===== config.mk =====
export PLATFORM = sky130hd
export DESIGN_NAME = debounce_event_ctrl
export DESIGN_NICKNAME = d
export VERILOG_FILES = /design/src/rtl/debounce_event_ctrl.sv
export SDC_FILE = /design/constraint.sdc
export NUM_CORES = 1
export LEC_CHECK = 0
export CORE_ASPECT_RATIO = 1.2
export CORE_MARGIN = 2
export CORE_UTILIZATION = 47
export DETAILED_ROUTE_END_ITERATION = 8
export MAX_ROUTING_LAYER = met4
export PLACE_DENSITY = 0.69
export SLEW_MARGIN = 40
export SYNTH_ARGS = -nofsm -noshare
export SYNTH_HDL_FRONTEND = slang
export SYNTH_SLANG_ARGS = --single-unit

===== constraint.sdc =====
create_clock -name clk -period 2.3 [get_ports clk]
set_clock_uncertainty 0.1 [all_clocks]
set_input_delay 0.46 -clock clk [delete_from_list [all_inputs] [get_ports clk]]
set_output_delay 0.46 -clock clk [all_outputs]
set_load 0.02 [all_outputs]

===== src/rtl/debounce_event_ctrl.sv =====
`timescale 1ns/1ps
// debounce_event_ctrl
//   Multi-channel switch debouncer with a shared tick generator and a
//   round-robin arbiter. The arbiter serialises press/release events onto a
//   single valid/ready port.
//
// Ports
//   clk        : system clock, rising edge
//   rst        : synchronous active-high reset
//   sw         : raw switch levels [NUM_SW]
//   db         : debounced levels [NUM_SW]
//   tick_out   : registered one-cycle tick pulse, every TICK_DIV cycles
//   evt_valid  : event offered
//   evt_ready  : consumer accepts event
//   evt_id     : channel index of the offered event [ID_W]
//   evt_press  : 1 = press (rising), 0 = release (falling)
//   overrun    : one-cycle pulse when an unserviced event is overwritten
//
// Build option
//   SW_SYNC_EN : when defined, every sw bit passes through a 2-flop
//                synchroniser before the filter.
module debounce_event_ctrl #(
  parameter int NUM_SW       = 4,
  parameter int ID_W         = 2,
  parameter int TICK_DIV     = 500000,
  parameter int CNT_N        = 19,
  parameter int STABLE_TICKS = 3
) (
  input  logic              clk,
  input  logic              rst,
  input  logic [NUM_SW-1:0] sw,
  output logic [NUM_SW-1:0] db,
  output logic              tick_out,
  output logic              evt_valid,
  input  logic              evt_ready,
  output logic [ID_W-1:0]   evt_id,
  output logic              evt_press,
  output logic              overrun
);

  typedef enum logic {IDLE = 1'b0, OFFER = 1'b1} state_t;

  state_t            r_state, w_state_nxt;
  logic [CNT_N-1:0]  r_tick_cnt;
  logic              w_tick;
  logic [NUM_SW-1:0] w_s;
  logic [2:0]        r_flt_cnt [NUM_SW];
  logic [NUM_SW-1:0] r_db, r_pending, r_pend_dir;
  logic [NUM_SW-1:0] w_edge, w_pick, w_clr;
  logic [ID_W-1:0]   r_rr_ptr, w_rr_nxt, w_sel;
  logic              w_sel_vld, w_capture, w_handshake;
  logic              r_tick_out, r_evt_valid, r_evt_press, r_overrun;
  logic [ID_W-1:0]   r_evt_id;

  // Shared tick generator
  assign w_tick = (r_tick_cnt == CNT_N'(TICK_DIV - 1));

  always_ff @(posedge clk) begin
    if (rst || w_tick) r_tick_cnt <= '0;
    else               r_tick_cnt <= r_tick_cnt + CNT_N'(1);
  end

`ifdef SW_SYNC_EN
  logic [NUM_SW-1:0] r_sync1, r_sync2;

  always_ff @(posedge clk) begin
    if (rst) begin
      r_sync1 <= '0;
      r_sync2 <= '0;
    end else begin
      r_sync1 <= sw;
      r_sync2 <= r_sync1;
    end
  end

  assign w_s = r_sync2;
`else
  assign w_s = sw;
`endif

  // A channel flips on the tick that completes STABLE_TICKS of disagreement
  always_comb begin
    w_edge = '0;
    for (int unsigned i = 0; i < NUM_SW; i++) begin
      w_edge[i] = (w_s[i] != r_db[i]) && w_tick &&
                  (r_flt_cnt[i] == 3'(STABLE_TICKS - 1));
    end
  end

  always_ff @(posedge clk) begin
    if (rst) begin
      r_db <= '0;
      for (int unsigned i = 0; i < NUM_SW; i++) r_flt_cnt[i] <= '0;
    end else begin
      for (int unsigned i = 0; i < NUM_SW; i++) begin
        if (w_s[i] == r_db[i]) begin
          r_flt_cnt[i] <= '0;
        end else if (w_tick) begin
          if (w_edge[i]) begin
            r_flt_cnt[i] <= '0;
            r_db[i]      <= ~r_db[i];
          end else begin
            r_flt_cnt[i] <= r_flt_cnt[i] + 3'd1;
          end
        end
      end
    end
  end

  // Round-robin pick: first pass scans [rr_ptr, NUM_SW), second pass wraps
  // to the lowest pending index overall. Equivalent to a modulo scan.
  always_comb begin
    w_sel     = '0;
    w_sel_vld = 1'b0;
    w_pick    = '0;
    for (int unsigned j = 0; j < NUM_SW; j++) begin
      if (!w_sel_vld && r_pending[j] && (j >= 32'(r_rr_ptr))) begin
        w_sel     = ID_W'(j);
        w_sel_vld = 1'b1;
        w_pick[j] = 1'b1;
      end
    end
    for (int unsigned j = 0; j < NUM_SW; j++) begin
      if (!w_sel_vld && r_pending[j]) begin
        w_sel     = ID_W'(j);
        w_sel_vld = 1'b1;
        w_pick[j] = 1'b1;
      end
    end
  end

  always_comb begin
    w_state_nxt = r_state;
    w_capture   = 1'b0;
    w_handshake = 1'b0;
    case (r_state)
      IDLE: begin
        if (w_sel_vld) begin
          w_state_nxt = OFFER;
          w_capture   = 1'b1;
        end
      end
      OFFER: begin
        if (evt_ready) begin
          w_state_nxt = IDLE;
          w_handshake = 1'b1;
        end
      end
      default: w_state_nxt = IDLE;
    endcase
  end

  assign w_clr    = w_capture ? w_pick : '0;
  assign w_rr_nxt = (32'(r_evt_id) == 32'(NUM_SW - 1)) ? '0 : r_evt_id + ID_W'(1);

  always_ff @(posedge clk) begin
    if (rst) begin
      r_state     <= IDLE;
      r_rr_ptr    <= '0;
      r_pending   <= '0;
      r_pend_dir  <= '0;
      r_evt_id    <= '0;
      r_evt_press <= 1'b0;
      r_evt_valid <= 1'b0;
      r_overrun   <= 1'b0;
      r_tick_out  <= 1'b0;
    end else begin
      r_state     <= w_state_nxt;
      r_evt_valid <= (w_state_nxt == OFFER);
      r_tick_out  <= w_tick;
      if (w_capture) begin
        r_evt_id    <= w_sel;
        r_evt_press <= |(w_pick & r_pend_dir);
      end
      if (w_handshake) r_rr_ptr <= w_rr_nxt;
      // A new edge on the channel being captured re-arms pending and is not
      // an overrun: the captured event was already taken.
      r_pending <= (r_pending & ~w_clr) | w_edge;
      r_overrun <= |(w_edge & r_pending & ~w_clr);
      for (int unsigned i = 0; i < NUM_SW; i++) begin
        if (w_edge[i]) r_pend_dir[i] <= ~r_db[i];
      end
    end
  end

  assign db        = r_db;
  assign tick_out  = r_tick_out;
  assign evt_valid = r_evt_valid;
  assign evt_id    = r_evt_id;
  assign evt_press = r_evt_press;
  assign overrun   = r_overrun;

endmodule


==> results.md <==
- Status: completed
- Post-CTS sizing: 0
- Total negative slack: 0 ps
- RSZ-0062 raised after global routing: false
- Syn_area_per_cell: between 9 and 10 um2
- Final WL: ~4500 um
- Syn Nets: 285
- Fmax: roughly 500 MHz
- Placed cells: around 340
- Sw power: 0.308 mW
- Max-Cap Viols: 0
- P_leak: 1.05 nW
- Vias: approximately 1800
- Final hold viol count: 0
- Post-synthesis sequential element count: 47
- R2R setup slack: a little under 300 ps
- Switch share: roughly 21%
- Crit start category: register
- Clock share of power: roughly a third
- H-tree levels: 2
- Pre-antenna DRT Iters: 4
- Fin crit period: ~2000 ps
- Initial core utilization: 49.2%
- First-pass GRT wire length: 7940 um
- Vias in the first global route: 1783
- ANT cells: 0
- Mapped Cells: between 200 and 300
- Sequential area share after synthesis: 43.4%
- Remaining antenna violation count after routing: 0
- Endpoints failing setup: 0
- CTS Buffer Depth: 2
- DR DRC count: 0
- Core Util, Final: 54.9%
- Comb power frac: ~4.4%
- Worst setup EP type: register
- Overall power: approximately 1.4 mW
- Post-CTS Setup Inserts: 0
- Die Y-Extent: 83.0 um
- Area Overhead vs Synth: 11.7%
- Slew @ Worst Pin: approximately 670 ps
- Global-route usage over all layers: between 10% and 20%
- Power Density: around 530 nW/um2
- Post-synth EDFFs: 12
- Critical path type: reg2reg
- CP Max Fanout: 16
- Final cell count without fillers: about 350
- Pin count of the biggest net entering global routing: 17
- Layout net count: between 300 and 400
- Row cnt: 28
- Die footprint: about 5800 um2
- Flop pwr share: about three fifths
- Clock sink count: between 40 and 50
- Max-Slew Margin vs Limit: a little under three fifths
- Hold/Removal Path Class: reg2reg
- Yosys warnings: 0
- Yosys cell types: 47
- Later-pin clock latency in the skew report: 300 ps
- VDD IR-drop max: 0.000305 V
- Cell area after synthesis: about 2400 um2
- Detailed Place HPWL: roughly 3300 um
- Port Buf Inserts: 16
- Num CTS Buffers: 5
- TritonCTS clock tree: built
- Count of final max-slew check failures: 0
- Die X: between 60 and 70 um
- Avg WL per Cell: approximately 13 um
- Pint: about 1.1 mW
- Share of cells above drive strength 1: under 10%
- Arrival time at the worst endpoint: between 2000 and 2500 ps
- CTS clock-pin slew for the worst setup and hold paths: about 80 ps
- Buffer type at the clock tree root: clkbuf_8
- Prevailing post-synth register cell: dfxtp_1
- Fin crit share: between 80% and 90%
- Routability cong.: just under 0.8
- Req. time, crit path: approximately 2400 ps
- Core Area: between 4000 and 5000 um2
- Async set-reset flop share out of synthesis: 0%
- Cts hold-fix bufs: 0
- Ports: 17
- First DRT Iteration DRCs: about 120
- Initial antenna violation count: 0
- DR vias/cell: approximately 5.3
- GR Overflow Total: 0
==> placed cells by master (no fill, tap or decap), drive strengths merged, types with 2 or more instances in the layout <==
| cell type | count |
|---|---|
| ha | 10 |
| dfxtp | 35 |
| o21ai | 7 |
| and3 | 4 |
| edfxtp | 12 |
| and2 | 2 |
| inv | 9 |
| clkdlybuf4s50 | 16 |
| clkbuf | 7 |
| nand2b | 9 |
| nand4 | 6 |
| xnor2 | 8 |
| buf | 3 |
| xor2 | 15 |
| mux2i | 5 |
| o31ai | 2 |
| a311oi | 2 |
| nor3 | 8 |
| nor2b | 3 |
| a21oi | 15 |
| nor2 | 53 |
| nand2 | 20 |
| nand3 | 15 |
==> Yosys cell counts (all sizes together) (3+ instances only) <==
cell | count | area share (%)
clkbuf | 3 | 0.46
nand2 | 20 | 3.1
mux2i | 5 | 2.0
buf | 7 | 2.1
nor2 | 53 | 8.6
inv | 9 | 1.4
nand3 | 15 | 3.1
nor3 | 8 | 2.3
xor2 | 15 | 5.4
dfxtp | 35 | 29
nand2b | 9 | 2.3
nand4 | 6 | 2.8
edfxtp | 12 | 15
ha | 10 | 5.1
o21ai | 7 | 1.4
nor2b | 3 | 0.77
a21oi | 15 | 3.1
xnor2 | 8 | 2.9
and3 | 4 | 1.0
==> worst paths after layout <==
path / from / to / depth (start not counted)
hold / removal: r_tick_cnt[0]$_SDFF_PP0_ / r_tick_cnt[0]$_SDFF_PP0_ / 1
setup reg to reg: r_tick_cnt[8]$_SDFF_PP0_ / r_tick_cnt[11]$_SDFF_PP0_ / 5
setup / recovery: r_tick_cnt[8]$_SDFF_PP0_ / r_tick_cnt[11]$_SDFF_PP0_ / 5
hold reg to reg: r_tick_cnt[0]$_SDFF_PP0_ / r_tick_cnt[0]$_SDFF_PP0_ / 1
==> cell families (layout without fill, tap and decap cells) <==
family / count (synthesis) / in the layout / synth area share (%)
mux: 5 / 5 / 2.05
simple gates: 127 / 127 / 27.6
compound gates: 37 / 37 / 9.72
xor+xnor: 23 / 23 / 8.24
flops: 47 / 47 / 43.4
buf+inv: 19 / 36 / 3.94
fa+ha+maj: 10 / 10 / 5.12
==> sequential cells by signal, summed over array words and instances, names as in the netlist <==
| name | count |
|---|---|
| tick_out | 1 |
| evt_id | 2 |
| evt_press | 1 |
| r_flt_cnt | 12 |
| r_rr_ptr | 2 |
| evt_valid | 1 |
| r_pending | 4 |
| db | 4 |
| overrun | 1 |
| r_tick_cnt | 19 |
==> power groups by stage <==
stage | sequential (mW) | combinational, mW | clock, mW
detailed placement | 0.890 | 0.0632 | 0
floorplan | 0.886 | 0.0434 | 0
global route | 0.873 | 0.0695 | 0.558
global placement | 0.888 | 0.0621 | 0
CTS | 0.870 | 0.0635 | 0.517
finish | 0.870 | 0.0626 | 0.504
==> per-stage QoR <==
| stage | hold slack [ps] | cell area (um2) | setup WS (ps) |
|---|---|---|---|
| after CTS | 373 | 2730 | 296 |
| final | 370 | 2730 | 296 |
| after global placement | 342 | 2640 | 276 |
| after detailed placement | 354 | 2640 | 265 |
| after floorplan | 330 | 2450 | 677 |
| after global routing | 403 | 2730 | 135 |
==> per-layer routing <==
metal / global-route usage, % / vias to the layer above / part of all wire (%)
met5: - / - / 0
li1: - / 957 / -
met2: 25.5 / 24 / 46
met3: 3.52 / 5 / 3.0
met1: 23.1 / 845 / 50
met4: 5.59 / 0 / 1.5
==> area by class of cell <==
class,count,area (um2)
Fill cell,473,2240
Multi-Input combinational cell,202,1290
Sequential cell,47,1060
Timing Repair Buffer,19,183
Clock buffer,7,86.3
Tap cell,60,75.1
Inverter,9,33.8
Clock inverter,1,5.00
==> critical path, cell delays in order (launching register included) <==
cell and delay [ps]:
dfxtp_1 450, and4b_1 290, nand4_4 210, nor2_4 230, or2_1 490, nor2_1 100
No activity file was read; power rests on OpenSTA's default activity.
